[src/rtl/dport_bridge_if.sv]
// dport_bridge_if: data-port request/response bundle shared by the cpu, tcm and ext sides of dport_bridge
interface dport_bridge_if;
  logic [31:0] addr;
  logic [31:0] data_wr;
  logic        rd;
  logic [3:0]  wr;
  logic        cacheable;
  logic        invalidate;
  logic        writeback;
  logic        flush;
  logic [10:0] req_tag;
  logic        accept;
  logic        ack;
  logic        error;
  logic [31:0] data_rd;
  logic [10:0] resp_tag;
  modport master (
    output addr, data_wr, rd, wr, cacheable, invalidate, writeback, flush, req_tag,
    input  accept, ack, error, data_rd, resp_tag
  );
  modport slave (
    input  addr, data_wr, rd, wr, cacheable, invalidate, writeback, flush, req_tag,
    output accept, ack, error, data_rd, resp_tag
  );
endinterface

[src/rtl/dport_bridge.sv]
// dport_bridge: routes cpu data requests to tcm or ext by address and returns responses in issue order.
// Optional DPORT_TIMEOUT_EN: an ext request unacked for TIMEOUT_CYCLES completes with an error response.
module dport_bridge #(
  parameter logic [31:0] TCM_BASE       = 32'h80000000,
  parameter logic [31:0] TCM_MASK       = 32'hFFFE0000,
  parameter int          OUTST_DEPTH    = 4,
  parameter int          TIMEOUT_CYCLES = 1024
) (
  input  logic           clk,
  input  logic           rst_n,
  dport_bridge_if.slave  cpu,
  dport_bridge_if.master tcm,
  dport_bridge_if.master ext
);
  localparam int PW = $clog2(OUTST_DEPTH);
  logic [PW-1:0] wr_ptr, rd_ptr;
  logic [PW:0]   count;
  logic          fifo_ext [OUTST_DEPTH];
  logic          last_ext, maint, req, sel_ext, stall, to_tcm, to_ext, issue;
  logic          nonempty, head_ext, tcm_hit, ext_hit, timeout, pop;
  logic [10:0]   head_tag;
  assign maint    = cpu.flush | cpu.invalidate | cpu.writeback;
  assign req      = cpu.rd | (|cpu.wr) | maint;
  assign sel_ext  = !maint && ((cpu.addr & TCM_MASK) != TCM_BASE);
  assign nonempty = count != '0;
  // a port switch waits for every outstanding response so ordering needs only one port per drain
  assign stall    = (count == (PW+1)'(OUTST_DEPTH)) || (nonempty && (sel_ext != last_ext));
  assign to_tcm   = !stall && !sel_ext;
  assign to_ext   = !stall && sel_ext;
  assign issue    = req && !stall && (sel_ext ? ext.accept : tcm.accept);
  assign cpu.accept = issue;
  assign tcm.addr       = cpu.addr;
  assign tcm.data_wr    = cpu.data_wr;
  assign tcm.req_tag    = cpu.req_tag;
  assign tcm.cacheable  = cpu.cacheable;
  assign tcm.rd         = to_tcm & cpu.rd;
  assign tcm.wr         = to_tcm ? cpu.wr : 4'h0;
  assign tcm.flush      = to_tcm & cpu.flush;
  assign tcm.invalidate = to_tcm & cpu.invalidate;
  assign tcm.writeback  = to_tcm & cpu.writeback;
  assign ext.addr       = cpu.addr;
  assign ext.data_wr    = cpu.data_wr;
  assign ext.req_tag    = cpu.req_tag;
  assign ext.cacheable  = cpu.cacheable;
  assign ext.rd         = to_ext & cpu.rd;
  assign ext.wr         = to_ext ? cpu.wr : 4'h0;
  assign ext.flush      = to_ext & cpu.flush;
  assign ext.invalidate = to_ext & cpu.invalidate;
  assign ext.writeback  = to_ext & cpu.writeback;
  assign head_ext = fifo_ext[rd_ptr];
  assign tcm_hit  = nonempty && !head_ext && tcm.ack;
  assign ext_hit  = nonempty && head_ext && ext.ack;
  assign pop      = tcm_hit | ext_hit | timeout;
  assign cpu.ack      = pop;
  assign cpu.error    = tcm_hit ? tcm.error : ext_hit ? ext.error : timeout;
  assign cpu.data_rd  = tcm_hit ? tcm.data_rd : ext_hit ? ext.data_rd : 32'h0;
  assign cpu.resp_tag = tcm_hit ? tcm.resp_tag : ext_hit ? ext.resp_tag : timeout ? head_tag : 11'h0;
  always_ff @(posedge clk or negedge rst_n) begin
    if (!rst_n) begin
      wr_ptr   <= '0;
      rd_ptr   <= '0;
      count    <= '0;
      last_ext <= 1'b0;
    end else begin
      if (issue) begin
        wr_ptr   <= wr_ptr + 1'b1;
        last_ext <= sel_ext;
      end
      if (pop) rd_ptr <= rd_ptr + 1'b1;
      count <= count + {{PW{1'b0}}, issue} - {{PW{1'b0}}, pop};
    end
  end
  always_ff @(posedge clk) begin
    if (issue) fifo_ext[wr_ptr] <= sel_ext;
  end
`ifdef DPORT_TIMEOUT_EN
  localparam int TW = $clog2(TIMEOUT_CYCLES + 1);
  logic [TW-1:0] tcnt;
  logic [10:0]   fifo_tag [OUTST_DEPTH];
  assign timeout  = nonempty && head_ext && !ext.ack && (tcnt == TW'(TIMEOUT_CYCLES));
  assign head_tag = fifo_tag[rd_ptr];
  always_ff @(posedge clk or negedge rst_n) begin
    if (!rst_n) tcnt <= '0;
    else tcnt <= (nonempty && head_ext && !ext.ack && !timeout) ? tcnt + 1'b1 : '0;
  end
  always_ff @(posedge clk) begin
    if (issue) fifo_tag[wr_ptr] <= cpu.req_tag;
  end
`else
  assign timeout  = 1'b0;
  assign head_tag = 11'h0;
`endif
  // acks with no matching outstanding entry are discarded; flag them in simulation
  always_ff @(posedge clk) begin
    if (rst_n) assert (!(tcm.ack && !tcm_hit) && !(ext.ack && !ext_hit))
      else $warning("dport_bridge: ack dropped, no matching outstanding request");
  end
endmodule
[src/flat_wrapper.sv]
// flat-port wrapper written by rule: the top's interface ports become plain ports
module dport_bridge_flat 
#(
  parameter logic [31:0] TCM_BASE       = 32'h80000000,
  parameter logic [31:0] TCM_MASK       = 32'hFFFE0000,
  parameter int          OUTST_DEPTH    = 4,
  parameter int          TIMEOUT_CYCLES = 1024
)
  (clk, rst_n, cpu_addr, cpu_data_wr, cpu_rd, cpu_wr, cpu_cacheable, cpu_invalidate, cpu_writeback, cpu_flush, cpu_req_tag, cpu_accept, cpu_ack, cpu_error, cpu_data_rd, cpu_resp_tag, tcm_addr, tcm_data_wr, tcm_rd, tcm_wr, tcm_cacheable, tcm_invalidate, tcm_writeback, tcm_flush, tcm_req_tag, tcm_accept, tcm_ack, tcm_error, tcm_data_rd, tcm_resp_tag, ext_addr, ext_data_wr, ext_rd, ext_wr, ext_cacheable, ext_invalidate, ext_writeback, ext_flush, ext_req_tag, ext_accept, ext_ack, ext_error, ext_data_rd, ext_resp_tag);
  dport_bridge_if cpu_i ();
  dport_bridge_if tcm_i ();
  dport_bridge_if ext_i ();
  input  logic clk;
  input  logic rst_n;
  input wire logic [$bits(cpu_i.addr)-1:0] cpu_addr;
  input wire logic [$bits(cpu_i.data_wr)-1:0] cpu_data_wr;
  input wire logic [$bits(cpu_i.rd)-1:0] cpu_rd;
  input wire logic [$bits(cpu_i.wr)-1:0] cpu_wr;
  input wire logic [$bits(cpu_i.cacheable)-1:0] cpu_cacheable;
  input wire logic [$bits(cpu_i.invalidate)-1:0] cpu_invalidate;
  input wire logic [$bits(cpu_i.writeback)-1:0] cpu_writeback;
  input wire logic [$bits(cpu_i.flush)-1:0] cpu_flush;
  input wire logic [$bits(cpu_i.req_tag)-1:0] cpu_req_tag;
  output wire logic [$bits(cpu_i.accept)-1:0] cpu_accept;
  output wire logic [$bits(cpu_i.ack)-1:0] cpu_ack;
  output wire logic [$bits(cpu_i.error)-1:0] cpu_error;
  output wire logic [$bits(cpu_i.data_rd)-1:0] cpu_data_rd;
  output wire logic [$bits(cpu_i.resp_tag)-1:0] cpu_resp_tag;
  output wire logic [$bits(tcm_i.addr)-1:0] tcm_addr;
  output wire logic [$bits(tcm_i.data_wr)-1:0] tcm_data_wr;
  output wire logic [$bits(tcm_i.rd)-1:0] tcm_rd;
  output wire logic [$bits(tcm_i.wr)-1:0] tcm_wr;
  output wire logic [$bits(tcm_i.cacheable)-1:0] tcm_cacheable;
  output wire logic [$bits(tcm_i.invalidate)-1:0] tcm_invalidate;
  output wire logic [$bits(tcm_i.writeback)-1:0] tcm_writeback;
  output wire logic [$bits(tcm_i.flush)-1:0] tcm_flush;
  output wire logic [$bits(tcm_i.req_tag)-1:0] tcm_req_tag;
  input wire logic [$bits(tcm_i.accept)-1:0] tcm_accept;
  input wire logic [$bits(tcm_i.ack)-1:0] tcm_ack;
  input wire logic [$bits(tcm_i.error)-1:0] tcm_error;
  input wire logic [$bits(tcm_i.data_rd)-1:0] tcm_data_rd;
  input wire logic [$bits(tcm_i.resp_tag)-1:0] tcm_resp_tag;
  output wire logic [$bits(ext_i.addr)-1:0] ext_addr;
  output wire logic [$bits(ext_i.data_wr)-1:0] ext_data_wr;
  output wire logic [$bits(ext_i.rd)-1:0] ext_rd;
  output wire logic [$bits(ext_i.wr)-1:0] ext_wr;
  output wire logic [$bits(ext_i.cacheable)-1:0] ext_cacheable;
  output wire logic [$bits(ext_i.invalidate)-1:0] ext_invalidate;
  output wire logic [$bits(ext_i.writeback)-1:0] ext_writeback;
  output wire logic [$bits(ext_i.flush)-1:0] ext_flush;
  output wire logic [$bits(ext_i.req_tag)-1:0] ext_req_tag;
  input wire logic [$bits(ext_i.accept)-1:0] ext_accept;
  input wire logic [$bits(ext_i.ack)-1:0] ext_ack;
  input wire logic [$bits(ext_i.error)-1:0] ext_error;
  input wire logic [$bits(ext_i.data_rd)-1:0] ext_data_rd;
  input wire logic [$bits(ext_i.resp_tag)-1:0] ext_resp_tag;
  assign cpu_i.addr = cpu_addr;
  assign cpu_i.data_wr = cpu_data_wr;
  assign cpu_i.rd = cpu_rd;
  assign cpu_i.wr = cpu_wr;
  assign cpu_i.cacheable = cpu_cacheable;
  assign cpu_i.invalidate = cpu_invalidate;
  assign cpu_i.writeback = cpu_writeback;
  assign cpu_i.flush = cpu_flush;
  assign cpu_i.req_tag = cpu_req_tag;
  assign cpu_accept = cpu_i.accept;
  assign cpu_ack = cpu_i.ack;
  assign cpu_error = cpu_i.error;
  assign cpu_data_rd = cpu_i.data_rd;
  assign cpu_resp_tag = cpu_i.resp_tag;
  assign tcm_addr = tcm_i.addr;
  assign tcm_data_wr = tcm_i.data_wr;
  assign tcm_rd = tcm_i.rd;
  assign tcm_wr = tcm_i.wr;
  assign tcm_cacheable = tcm_i.cacheable;
  assign tcm_invalidate = tcm_i.invalidate;
  assign tcm_writeback = tcm_i.writeback;
  assign tcm_flush = tcm_i.flush;
  assign tcm_req_tag = tcm_i.req_tag;
  assign tcm_i.accept = tcm_accept;
  assign tcm_i.ack = tcm_ack;
  assign tcm_i.error = tcm_error;
  assign tcm_i.data_rd = tcm_data_rd;
  assign tcm_i.resp_tag = tcm_resp_tag;
  assign ext_addr = ext_i.addr;
  assign ext_data_wr = ext_i.data_wr;
  assign ext_rd = ext_i.rd;
  assign ext_wr = ext_i.wr;
  assign ext_cacheable = ext_i.cacheable;
  assign ext_invalidate = ext_i.invalidate;
  assign ext_writeback = ext_i.writeback;
  assign ext_flush = ext_i.flush;
  assign ext_req_tag = ext_i.req_tag;
  assign ext_i.accept = ext_accept;
  assign ext_i.ack = ext_ack;
  assign ext_i.error = ext_error;
  assign ext_i.data_rd = ext_data_rd;
  assign ext_i.resp_tag = ext_resp_tag;
  dport_bridge #(.TCM_BASE(TCM_BASE), .TCM_MASK(TCM_MASK), .OUTST_DEPTH(OUTST_DEPTH), .TIMEOUT_CYCLES(TIMEOUT_CYCLES)) u_core (.clk(clk), .rst_n(rst_n), .cpu(cpu_i), .tcm(tcm_i), .ext(ext_i));
endmodule
[config.mk]
export PLATFORM = sky130hd
export DESIGN_NAME = dport_bridge_flat
export DESIGN_NICKNAME = d
export VERILOG_FILES = /design/src/rtl/dport_bridge_if.sv /design/src/rtl/dport_bridge.sv /design/src/flat_wrapper.sv
export SDC_FILE = /design/constraint.sdc
export NUM_CORES = 1
export LEC_CHECK = 0
export ABC_AREA = 1
export ABC_CLOCK_PERIOD_IN_PS = 5000
export CAP_MARGIN = 20
export CORE_AREA = 2 2 154 156
export CTS_CLUSTER_DIAMETER = 100
export DETAILED_ROUTE_END_ITERATION = 8
export DIE_AREA = 0 0 156 158
export GPL_TIMING_DRIVEN = 0
export PLACE_DENSITY = 0.57
export SLEW_MARGIN = 5
export SYNTH_ARGS = -nofsm -noshare
export SYNTH_HDL_FRONTEND = slang
export SYNTH_SLANG_ARGS = --single-unit
export TNS_END_PERCENT = 5
[constraint.sdc]
create_clock -name clk -period 5 [get_ports clk]
set_input_delay 1 -clock clk [delete_from_list [all_inputs] [get_ports clk]]
set_output_delay 1 -clock clk [all_outputs]
set_load 0.01 [all_outputs]
# ---- After elaboration in Yosys (flattened, before gate mapping)
# Memory sizes are Yosys's and may differ from the RTL's.
# Cells that the tools add are included.
dict set report classes {
  add_sub_neg 4
  eq_ne 3
  n_mux 11
  n_bitwise 13
  reduce_logical 17
}
# operator count
set op_table {}
lappend op_table {{$mux W32} 2}
lappend op_table {{$mux W11} 2}
lappend op_table {{$ne A15 B15 Y1 const B} 1}
lappend op_table {{$logic_and A1 B1 Y1} 10}
lappend op_table {{$and A1 B1 Y1} 8}
lappend op_table {{$mux W4} 2}
lappend op_table {{$mux W1} 5}
lappend op_table {{$or A1 B1 Y1} 5}
lappend op_table {{$add A2 B1 Y2 const B} 2}
lappend op_table {{$logic_not A1 Y1} 4}
lappend op_table {{$reduce_or A4 Y1} 1}
lappend op_table {{$add A3 B1 Y3} 1}
lappend op_table {{$eq A3 B3 Y1 const B} 1}
lappend op_table {{$reduce_bool A3 Y1} 1}
lappend op_table {{$sub A3 B1 Y3} 1}
lappend op_table {{$logic_or A1 B1 Y1} 1}
lappend op_table {{$ne A1 B1 Y1} 1}
dict set report word_totals {
  ff_bits 8
  ramBits 4
  input_bits 178
  out_inout_bits 214
  elab_cells 53
  mem_count 1
}
# name depth word_bits read_ports rd_clocked_by_memory_dff wr line
set memory_table {}
lappend memory_table {u_core.fifo_ext 4 1 1 0 1 dport_bridge.sv:18} ;# logic fifo_ext [OUTST_DEPTH];

# ---- Longest topological paths before layout
dict set report logic_depth {
  depth_word 12
  ltp_mapped 14
  mapped_depth_nobuf 14
}

# ---- Worst setup path before layout
# No wires, ideal clock.
dict set report synth_timing {
  path_kind {input to output}
  startpoint {input cpu_invalidate}
  endpoint {output tcm_flush}
  arrival_time_ns 1.937
  required_time_ns 4.000
  path_slack_ns 2.063
  path_stages 7
  n_path_buf 0
  cell_sequence {nor3_4 > nand2_1 > nand2_1 > nand3_1 > nand2_1 > nand2_1 > nor2_1}
}
dict set report synth_via {
  elab_chain_len 10
  elab_cells_between_ends 11
  classes_between {eq/ne: 1; bitwise: 3; reduce/logical: 7}
}
# element line
set synth_rtl {}
lappend synth_rtl {{from (decl)} flat_wrapper.sv:20} ;# input wire logic [$bits(cpu_i.invalidate)-1:0] cpu_invalidate;
lappend synth_rtl {{$or A1 B1 Y1 (*) (2 in series)} dport_bridge.sv:22} ;# assign maint = cpu.flush | cpu.invalidate | cpu.writeback;
lappend synth_rtl {{$logic_not A1 Y1 (*)} dport_bridge.sv:24} ;# assign sel_ext = !maint && ((cpu.addr & TCM_MASK) != TCM_BASE);
lappend synth_rtl {{$logic_and A1 B1 Y1 (*)} dport_bridge.sv:24}
lappend synth_rtl {{$ne A1 B1 Y1} dport_bridge.sv:27} ;# assign stall = (count == (PW+1)'(OUTST_DEPTH)) || (nonempty && (sel_ext != last_ext));
lappend synth_rtl {{$logic_and A1 B1 Y1} dport_bridge.sv:27}
lappend synth_rtl {{$logic_or A1 B1 Y1} dport_bridge.sv:27}
lappend synth_rtl {{$logic_not A1 Y1} dport_bridge.sv:28} ;# assign to_tcm = !stall && !sel_ext;
lappend synth_rtl {{$logic_and A1 B1 Y1 (*)} dport_bridge.sv:28}
lappend synth_rtl {{$and A1 B1 Y1 (*)} dport_bridge.sv:38} ;# assign tcm.flush = to_tcm & cpu.flush;
lappend synth_rtl {{to (decl)} flat_wrapper.sv:36} ;# output wire logic [$bits(tcm_i.flush)-1:0] tcm_flush;
# Every way passes the cells marked *; elsewhere a longest branch is shown, timed or not.

# ---- Worst setup path after layout
dict set report layout_timing {
  startpoint {input cpu_addr[26]}
  endpoint {output tcm_writeback}
}
dict set report layout_via {
  elab_chain_len 8
  elab_cells_between_ends 9
  classes_between {eq/ne: 2; bitwise: 1; reduce/logical: 6}
}
# element line
set layout_rtl {}
lappend layout_rtl {{from (decl)} flat_wrapper.sv:15} ;# input wire logic [$bits(cpu_i.addr)-1:0] cpu_addr;
lappend layout_rtl {{$ne A15 B15 Y1 (*)} dport_bridge.sv:24}
lappend layout_rtl {{$logic_and A1 B1 Y1 (*)} dport_bridge.sv:24}
lappend layout_rtl {{$ne A1 B1 Y1} dport_bridge.sv:27}
lappend layout_rtl {{$logic_and A1 B1 Y1} dport_bridge.sv:27}
lappend layout_rtl {{$logic_or A1 B1 Y1} dport_bridge.sv:27}
lappend layout_rtl {{$logic_not A1 Y1} dport_bridge.sv:28}
lappend layout_rtl {{$logic_and A1 B1 Y1 (*)} dport_bridge.sv:28}
lappend layout_rtl {{$and A1 B1 Y1 (*)} dport_bridge.sv:40} ;# assign tcm.writeback = to_tcm & cpu.writeback;
lappend layout_rtl {{to (decl)} flat_wrapper.sv:35} ;# output wire logic [$bits(tcm_i.writeback)-1:0] tcm_writeback;
# Marks and branches as above.

==> flow_summary.yaml <==
grt:
  antenna_found_initial: 0
  grt_max_degree: 11
  gr-total-overflow: 0
  track_usage: 0.0891
  grt_pass1_wl_um: 17400
  grt_pass1_vias: 3316
sta:
  fin_crit_sh: 0.831
  setup_violations: 0
  setup_tns_ps: 0
  period_needed_ps: 4150
  fin_hold_ws_ps: 509
  rsz0062_at_grt: "false"
  drv_slew: 0
  setup_ws_ps: 845
  hold_viol_final: 0
  slew_headroom: 0.560
  fmax_mhz: 241
  tightestPinTransition_ps: 660
  fin_skew_ps: 2.63
routing:
  route.detailed.drc: 0
  ant_nets: 0
  drtIter0Drc: 108
  vias: 3512
  wl_um: 12700
  wl_per_cell_um: 12.1
  firstDrtPassIters: 4
  viasPerCell: 3.36
cells_and_area:
  final_area_um2: 6560
  finish.utilization: 0.284
  n_antenna_cell: 0
  area_growth_pct: 130
  final_cell_mix: "clkdlybuf4s50_1, buf_4, inv_1, nand3_1, o21ai_1"
  final_nets: 940
  final_common_cell: "clkdlybuf4s50_1"
  drive_above_1_share: 0.251
clocking:
  numClockSinks: 12
  cts.htree.levels: 1
  cts-root-buf: "clkbuf_16"
  cts_tree: "done"
  numCtsBuffers: 3
  insertion_delay_ps: 240
  holdBufCountCts: 0
  ctsResizeCount: 0
  clk_pin_slew_worst_paths_ps: 40
  postCtsSetupRepairBufs: 0
  clockBufferDepth: 2
yosys:
  syn_avg_cell_area_um2: 6.74
  yosys_register_bits: 12
  seq_area_frac_synth: 0.113
  synthesis.area_um2: 2850
  synthCells: 422
  synthFlopType: "dfrtp_1"
  ys_types: 30
  synthArstFlopShare: 0.667
  synth_edf_count: 4
  ys_warn_count: 0
worst_setup_path:
  worstPathCellList: "clkdlybuf4s50_1, nor2_1, nand2_1, nor2_1, nand2_1, nand2_1, nand2_1, nand3_1, nand2_1, nand2_1, nor2_1, clkdlybuf4s50_1"
  rrSetupSlack_ps: 2540
  max_stage_delay_ps: 560
  endpoint_kind: "output pin"
  worst_path_dominant_cell_family: "buffers and inverters"
  cp_common_cell: "nand2_1"
  reg2reg_depth: 11
  timing.rr.start: "u_core.count[1]"
  crit_path_start_kind: "input pin"
  crit_required_ps: 4000
  cp_max_fo: 8
  crit_buf_inv: 2
  rr_endpoint: "u_core.count[2]"
  cpMaxStageDelayCell: "clkdlybuf4s50_1"
  critPathArrivalTime_ps: 3150
  critPathKind: "input pin to output pin"
pwr:
  sequentialPowerShare: 0.098
  p_sw_frac: 0.422
  cellLeakagePower_nw: 2.98
  p_int_w: 0.00106
  p_clk_frac: 0.080
  power_density_nw_per_um2: 279
  comb_power_share: 0.821
  irDropWorstVdd_v: 0.000135
  switchingPower_w: 0.000772
place:
  gp_routability_congestion: 0.734
  dp_hpwl_um: 11200
  dpl_cell_area_um2: 6480
  dp_slack_ps: 827
  io_buffers: 326
die:
  die_h_um: 158
  num_io_pins: 392
  die_w_um: 156
  die-area_um2: 24600
  fp-row-count: 56
  start_util: 0.123
  core_um2: 23100
min_path:
  hold_start: "u_core.count[0]"
  whs_path_depth: 1
  worstHoldEndpoint: "u_core.count[0]"
  min_path_type: "flip-flop to flip-flop"
run_status:
  run_status: "complete, no violations"
run:
  maxCapViolCount: 0
==> per-layer routing <==
metal  wire (um)  vias to the layer above  global-route usage
met5           0                        -                   0
met4          77                        0              0.0135
met3        1220                        6              0.0263
met2        6570                      178               0.166
met1        4790                     1520               0.102
li1            -                     1808                   -
==> area by class of cell <==
type                    count  area (um^2)
multi-input cells         175         1020
flip-flops and latches     12          320
well taps                 290          363
clock buffers               4         78.8
inverters                  69          259
repair buffers            326         3260
plain buffers             168         1260
fillers                  2489        16500
==> cells in the mapped netlist (2+ instances only) <==
master    count  area share
nand2_1      24       0.032
dfrtp_1       8       0.070
edfxtp_1      4       0.042
nor2_8        2       0.014
nor2_1       27       0.036
xor2_1        2      0.0062
ha_1          6       0.026
inv_1        69       0.091
o21ai_2      13       0.040
o21ai_1      28       0.049
buf_4       159        0.42
o21ai_0       4      0.0070
nand3_1      52       0.091
xnor2_1       2      0.0062
buf_6         4       0.016
clkbuf_1      4      0.0053
==> metrics by stage <==
stage	power, W	std cells
6_report	0.00183	1044
5_1_grt	0.00199	1044
4_1_cts	0.00186	1044
3_5_place_dp	0.00171	1040
3_3_place_gp	0.00171	1040
2_1_floorplan	0.000954	424
==> cell families (layout without fill, tap and decap cells) <==
| kind of cell | after synthesis | count (layout) | synth area share |
|---|---|---|---|
| compound gates | 47 | 47 | 0.104 |
| xor+xnor | 4 | 4 | 0.0123 |
| other cells | 1 | 3 | 0.00132 |
| simple gates | 114 | 114 | 0.204 |
| buf+inv | 237 | 567 | 0.533 |
| flops | 12 | 12 | 0.113 |
| fa+ha+maj | 7 | 7 | 0.0334 |
==> worst reg2reg max path: stages (launching register included) <==
cell and delay, ps:
dfrtp_1 420, or2_4 310, nor2_8 130, inv_1 110, nand3_4 230, nand2_4 100, ha_1 300, inv_1 60
ha_1 130, inv_1 50, fa_1 380, xnor2_1 140
==> worst max path at each step <==
stage	startpoint	end	slack [ps]	cells after the start
after floorplan	cpu_invalidate	tcm_flush	2060	7
after global placement	cpu_addr[26]	tcm_writeback	810	11
after detailed placement	cpu_addr[26]	tcm_writeback	830	12
after CTS	cpu_addr[26]	tcm_wr[1]	820	12
after global routing	cpu_addr[28]	tcm_wr[2]	540	12
final	cpu_addr[26]	tcm_writeback	850	12
==> flip-flops by register name (all words and copies together), names as in the netlist <==
name / flops
u_core.wr_ptr: 2
u_core.rd_ptr: 2
u_core.fifo_ext: 4
u_core.count: 3
u_core.last_ext: 1
==> power by group through the flow <==
stage | Clock [W] | Sequential, W | Combinational [W]
2_1_floorplan | 0 | 0.000175 | 0.000779
3_3_place_gp | 0 | 0.000181 | 0.00152
3_5_place_dp | 0 | 0.000182 | 0.00152
4_1_cts | 0.000151 | 0.000180 | 0.00153
5_1_grt | 0.000156 | 0.000186 | 0.00165
6_report | 0.000147 | 0.000179 | 0.00150
(Power assumes the default switching activity.)
